## src/rtl/uart_tx_arbiter.sv

```systemverilog
// Two-requester, packet-granular round-robin arbiter in front of one UART transmitter.
// Bytes are paced by the transmitter's done pulse; a watchdog reclaims the link from a stalled owner.
module uart_tx_arbiter #(
  parameter logic [23:0] TIMEOUT = 24'd5_000_000
) (
  input  logic       clk,
  input  logic       rst_n,
  input  logic       req0_valid,
  input  logic [7:0] req0_data,
  input  logic       req0_last,
  output logic       req0_ready,
  input  logic       req1_valid,
  input  logic [7:0] req1_data,
  input  logic       req1_last,
  output logic       req1_ready,
  output logic       ip_flag,
  output logic [7:0] ip_data,
  input  logic       tx_done,
  output logic [1:0] grant,
  output logic       busy,
  output logic       timeout_err
);

  typedef enum logic [1:0] {IDLE, SEND, WAIT} state_t;

  state_t      state_q, state_d;
  logic [1:0]  grant_q, grant_d;
  logic        rr_q, rr_d;
  logic [23:0] timer_q, timer_d;
  logic        last_q, last_d;
  logic [7:0]  ip_data_q, ip_data_d;
  logic        ip_flag_q, ip_flag_d;
  logic        err_q, err_d;
  logic        hs;

  always_ff @(posedge clk) begin
    if (!rst_n) begin
      state_q   <= IDLE;
      grant_q   <= 2'b00;
      rr_q      <= 1'b0;
      timer_q   <= 24'd0;
      last_q    <= 1'b0;
      ip_data_q <= 8'd0;
      ip_flag_q <= 1'b0;
      err_q     <= 1'b0;
    end else begin
      state_q   <= state_d;
      grant_q   <= grant_d;
      rr_q      <= rr_d;
      timer_q   <= timer_d;
      last_q    <= last_d;
      ip_data_q <= ip_data_d;
      ip_flag_q <= ip_flag_d;
      err_q     <= err_d;
    end
  end

  always_comb begin
    state_d   = state_q;
    grant_d   = grant_q;
    rr_d      = rr_q;
    timer_d   = timer_q;
    last_d    = last_q;
    ip_data_d = ip_data_q;
    ip_flag_d = 1'b0;
    err_d     = 1'b0;
    hs        = (state_q == SEND) &&
                ((grant_q[0] && req0_valid) || (grant_q[1] && req1_valid));
    case (state_q)
      IDLE: begin
        if (req0_valid || req1_valid) begin
          state_d = SEND;
          timer_d = 24'd0;
          if (req0_valid && req1_valid) grant_d = rr_q ? 2'b10 : 2'b01;
          else                          grant_d = req0_valid ? 2'b01 : 2'b10;
        end
      end
      SEND: begin
        if (hs) begin
          ip_data_d = grant_q[1] ? req1_data : req0_data;
          last_d    = grant_q[1] ? req1_last : req0_last;
          ip_flag_d = 1'b1;
          state_d   = WAIT;
        end else if (timer_q >= TIMEOUT - 24'd1) begin
          // Stalled owner: the other requester gets priority next round.
          err_d   = 1'b1;
          grant_d = 2'b00;
          rr_d    = grant_q[0];
          state_d = IDLE;
        end else begin
          timer_d = timer_q + 24'd1;
        end
      end
      WAIT: begin
        if (tx_done) begin
          if (last_q) begin
            grant_d = 2'b00;
            rr_d    = grant_q[0];
            state_d = IDLE;
          end else begin
            timer_d = 24'd0;
            state_d = SEND;
          end
        end
      end
      default: state_d = IDLE;
    endcase
  end

  always_comb begin
    req0_ready = (state_q == SEND) && grant_q[0];
    req1_ready = (state_q == SEND) && grant_q[1];
    busy       = (state_q != IDLE);
  end

  assign grant       = grant_q;
  assign ip_flag     = ip_flag_q;
  assign ip_data     = ip_data_q;
  assign timeout_err = err_q;

endmodule

```

## config.mk

```make
export PLATFORM = sky130hd
export DESIGN_NAME = uart_tx_arbiter
export DESIGN_NICKNAME = d
export VERILOG_FILES = /design/src/rtl/uart_tx_arbiter.sv
export SDC_FILE = /design/constraint.sdc
export NUM_CORES = 1
export LEC_CHECK = 0
export CORE_ASPECT_RATIO = 1.4
export CORE_UTILIZATION = 40
export DETAILED_ROUTE_END_ITERATION = 8
export DONT_BUFFER_PORTS = 1
export SLEW_MARGIN = 0
export SYNTH_ARGS = -nofsm -noshare
export SYNTH_HDL_FRONTEND = slang
export SYNTH_SLANG_ARGS = --single-unit
```

## constraint.sdc

```tcl
create_clock -name clk -period 2.3 [get_ports clk]
set_input_delay 0.46 -clock clk [delete_from_list [all_inputs] [get_ports clk]]
set_output_delay 0.46 -clock clk [all_outputs]
set_load 0.01 [all_outputs]
```

==> results of run 1 <==
## routing by layer
| metal | GRT usage, % | vias to the layer above | routed length (µm) |
|---|---|---|---|
| li1 | - | 1109 | - |
| met1 | 23.6 | 1008 | 2470 |
| met2 | 36.8 | 72 | 3050 |
| met3 | 7.07 | 21 | 378 |
| met4 | 11.3 | 0 | 249 |
| met5 | 0 | - | 0 |
## logic make-up (layout without fill, tap and decap cells)
logic type / count (synthesis) / in the layout / share of synthesized area (%)
buffers and inverters: 23 / 41 / 3.84
DFF: 40 / 40 / 33.6
muxes: 15 / 15 / 6.36
adders and majority gates: 5 / 5 / 2.63
AOI/OAI and AO/OA: 65 / 65 / 22.5
and+or+nand+nor: 142 / 142 / 31.0
## repair_timing
| item | in CTS | in global routing |
|---|---|---|
| buffers inserted | 0 | 1 |
| endpoints found under the setup margin | 0 | 19 |
| gates resized for setup | 0 | 7 |
## registers in the layout (all words and copies together) (netlist names)
register and cells:
grant 2, timeout_err 1, ip_flag 1, last_q 1, timer_q 24, rr_q 1
state_q 2, ip_data 8
## synth_stat cells (2+ instances only)
cell / count / area [µm²]
sky130_fd_sc_hd__a2111oi_4: 2 / 55.1
sky130_fd_sc_hd__a21boi_0: 2 / 15.0
sky130_fd_sc_hd__a21oi_1: 4 / 20.0
sky130_fd_sc_hd__a221o_1: 3 / 30.0
sky130_fd_sc_hd__a31oi_1: 4 / 25.0
sky130_fd_sc_hd__a41oi_1: 5 / 43.8
sky130_fd_sc_hd__and2_1: 9 / 56.3
sky130_fd_sc_hd__and3_1: 9 / 56.3
sky130_fd_sc_hd__buf_1: 2 / 7.51
sky130_fd_sc_hd__clkbuf_1: 13 / 48.8
sky130_fd_sc_hd__dfxtp_1: 40 / 801
sky130_fd_sc_hd__ha_1: 5 / 62.6
sky130_fd_sc_hd__inv_1: 6 / 22.5
sky130_fd_sc_hd__mux2i_1: 14 / 140
sky130_fd_sc_hd__nand2_1: 44 / 165
sky130_fd_sc_hd__nand3_1: 16 / 80.1
sky130_fd_sc_hd__nand4_1: 11 / 68.8
sky130_fd_sc_hd__nor2_1: 27 / 101
sky130_fd_sc_hd__nor2b_1: 4 / 25.0
sky130_fd_sc_hd__nor3b_1: 2 / 15.0
sky130_fd_sc_hd__nor4_1: 4 / 25.0
sky130_fd_sc_hd__nor4b_1: 2 / 17.5
sky130_fd_sc_hd__o211a_1: 10 / 100
sky130_fd_sc_hd__o211ai_1: 2 / 15.0
sky130_fd_sc_hd__o21a_1: 4 / 30.0
sky130_fd_sc_hd__o21ai_0: 12 / 60.1
sky130_fd_sc_hd__o31ai_1: 4 / 30.0
sky130_fd_sc_hd__or3_1: 2 / 12.5
sky130_fd_sc_hd__or4_1: 3 / 22.5
## layout make-up
cell class | count | area [µm²] | share of cell area (%)
flip-flops and latches | 40 | 802 | 29.4
repair buffers | 27 | 206 | 7.56
inverters | 6 | 22.5 | 0.825
clock buffers | 5 | 68.8 | 2.52
multi-input cells | 227 | 1500 | 54.9
well taps | 68 | 85.1 | 3.11
clock inverters | 3 | 47.5 | 1.74
## worst max-delay path, delay by kind of cell, from the launching register on
kind,cells,cell delay (ns)
AOI/OAI and AO/OA,2,0.76
and+or+nand+nor,4,1.01
DFF,1,0.33
## per-stage QoR
step	utilization, %	cell area (µm²)
after floorplan	-	2380
after global placement	46.3	2590
after detailed placement	46.3	2590
after CTS	48.3	2710
after global routing	48.7	2730
final	48.7	2730
## power groups by stage
| stage | combinational, mW | clock [mW] | sequential, mW |
|---|---|---|---|
| after floorplan | 0.354 | 0 | 0.788 |
| after global placement | 0.480 | 0 | 0.791 |
| after detailed placement | 0.482 | 0 | 0.791 |
| after CTS | 0.486 | 0.628 | 0.775 |
| after global routing | 0.549 | 0.661 | 0.783 |
| final | 0.496 | 0.610 | 0.775 |
## final timing paths
kind              cells past startpoint  slack [ns]                       to
setup / recovery                      6        0.16  timer_q[3]$_SDFFE_PN0P_
hold / removal                        1        0.27  timer_q[4]$_SDFFE_PN0P_
setup reg to reg                      6        0.16  timer_q[3]$_SDFFE_PN0P_
hold reg to reg                       2        0.46        rr_q$_SDFFE_PN0P_
==> reports/metrics.sh, run 1 <==
PATH_CLASS='flop to flop'
FINALHOLDWORSTSLACK_NS=0.265
PERIOD_SHARE_PCT=93.2
WORST_HOLD_PATH_TYPE='input pin to flop'
RR_STARTPOINT='timer_q[11]$_SDFFE_PN0P_'
P_PER_AREA_nW_PER_UM2=689
POST-PLACE-CELLS=367
SETUP_SLACK_NS=0.156
CRITPATHCAPTURETYPE='flop'
POSTSYNTH.ASYNCRESETSHARE_PCT=0
SYNTH-SEQ-CELLS=40
FINAL_ANTENNA_NET_COUNT=0
WORST_SETUP_PATH_STARTPOINT='timer_q[11]$_SDFFE_PN0P_'
POWER.TOTAL_mW=1.88
CLKSLEWWORSTSETUPHOLDPATHS_NS=0.09
TOTALNEGATIVESETUPSLACK_NS=0
SHARE_COMB_OF_TOTAL_POWER_PCT=26.4
TIMING.SLEW.HEADROOM_PCT=66.1
SEQ_AREA_FRAC_SYNTH_PCT=33.6
GRT_ANTENNA_BEFORE_REPAIR=0
DETAILEDROUTE.FIRSTITERATIONVIOLATIONS=94
CLOCKPOWERSHARE_PCT=32.4
POST_DR_VIAS_CELL=5.88
SYNTHESIS.YOSYS.WARNINGS=0
CRIT_PATH_CELL_TRACE='a211o_1, a2111oi_4, or2_2, nand3_4, or4_1, nand3_1'
MAX-VDD-IR-DROP_V=0.000477
MAX_CAP_VIOL_COUNT=0
SYNTH_AREA_UM2=2380
DRV_SLEW=0
COMMONEST_REGISTER_CELL_AFTER_SYNTHESIS='sky130_fd_sc_hd__dfxtp_1'
VERTICAL_DIE_DIMENSION_UM=93.3
CPMAXSTAGEDELAYCELL='sky130_fd_sc_hd__or4_1'
FINAL_CELLS=376
FINAL_PERIOD_MINUS_WORST_SETUP_SLACK_NS=2.14
CLKLATENCYLATEPIN_NS=0.31
PIN_COUNT_OF_THE_BIGGEST_NET_ENTERING_GLOBAL_ROUTING=28
STATUS='completed'
WIRE_LENGTH_OF_THE_FIRST_GLOBAL_ROUTING_PASS_UM=10400
FIRST_GLOBAL_VIAS=2218
CTS_SINKS=40
LAYOUT-DRIVE-GT1-SHARE_PCT=15.6
PORTBUFFERS=0
POST-DP-HPWL_UM=4480
DESIGN.CORE.AREA_UM2=5610
POWER_SWITCHING_SHARE_PCT=32.1
SLOWEST_DELAY_NS=0.53
DRT-WIRELENGTH-PER-CELL_UM=16.3
DRC=0
FMAX_MHz=466
ANTENNADIODECOUNT=0
FINAL_COMMON_CELL='sky130_fd_sc_hd__nand2_1'
LEADING_CELL_TYPES_IN_THE_LAYOUT_FILL_AND_TAPS_EXCLUDED='sky130_fd_sc_hd__nand2_1 (44), sky130_fd_sc_hd__dfxtp_1 (39), sky130_fd_sc_hd__nor2_1 (27)'
POWER_SWITCHING_mW=0.604
PLACE.GP.CONGESTION=0.859
EDFF_COUNT_SYNTH=0
POWER_LEAKAGE_nW=1.19
TRITONCTS.NUM_BUFFERS=5
SYN_AREA_PER_CELL_UM2=8.21
HTREE_DEPTH=2
GRT_OVERFLOW_TOTAL=0
DPL_WORST_SLACK_NS=0.0726
NUMBER_OF_PORTS_PLACED_ON_THE_DIE_BOUNDARY=38
CTS-ROOT-TO-SINK-BUFFERS=2
NUM-NETS-FINAL=335
CTS_TREE='yes'
NUM_VIAS=2210
SYNTH_INSTANCES=290
SLEW_AT_THE_PIN_CLOSEST_TO_ITS_MAX_SLEW_LIMIT_NS=0.502
SEQUENTIAL_SHARE_OF_POWER_PCT=41.2
REPORT.FINAL.SETUP_VIOL=0
FIN_SKEW_NS=0.00472
HOLDBUFCOUNTCTS=0
CP.ARRIVAL_NS=2.40
HOLD_START='rst_n'
DIE_AREA_UM2=6270
POSTROUTEWIRELENGTH_UM=6140
FLOORPLAN.ROWS=32
FINAL_HOLD_VIOL_COUNT=0
INITIAL_CORE_UTIL_PCT=42.5
FIRSTDRTPASSITERS=4
RSZ0062_AT_GRT='no'
FILLERINSTANCES=563
CRITICAL_PATH_PEAK_FANOUT=10
CLK_ROOT_BUFFER_CELL='sky130_fd_sc_hd__clkbuf_8'
SYNTH_TO_LAYOUT_AREA_GROWTH_PCT=14.7
INTERNAL_POWER_mW=1.28
CRITICAL_PATH_REQUIRED_NS=2.56
YOSYS.CELL_TYPES.COUNT=54
FLOORPLAN.DIE.WIDTH_UM=67.2
STARTPOINT_TYPE='flop'
SYNTH_NETS=318
GRT_UTIL_OVERALL_PCT=21.8
No activity file was read; power rests on OpenSTA's default activity.
==> run 2, diff against run 1 <==
--- a/config.mk
+++ b/config.mk
@@ -9,7 +9,6 @@
 export CORE_UTILIZATION = 40
 export DETAILED_ROUTE_END_ITERATION = 8
 export DONT_BUFFER_PORTS = 1
-export SLEW_MARGIN = 0
 export SYNTH_ARGS = -nofsm -noshare
 export SYNTH_HDL_FRONTEND = slang
 export SYNTH_SLANG_ARGS = --single-unit
==> results of run 2 <==
No change in the layout: final DEF, timing and power equal those of run 1.
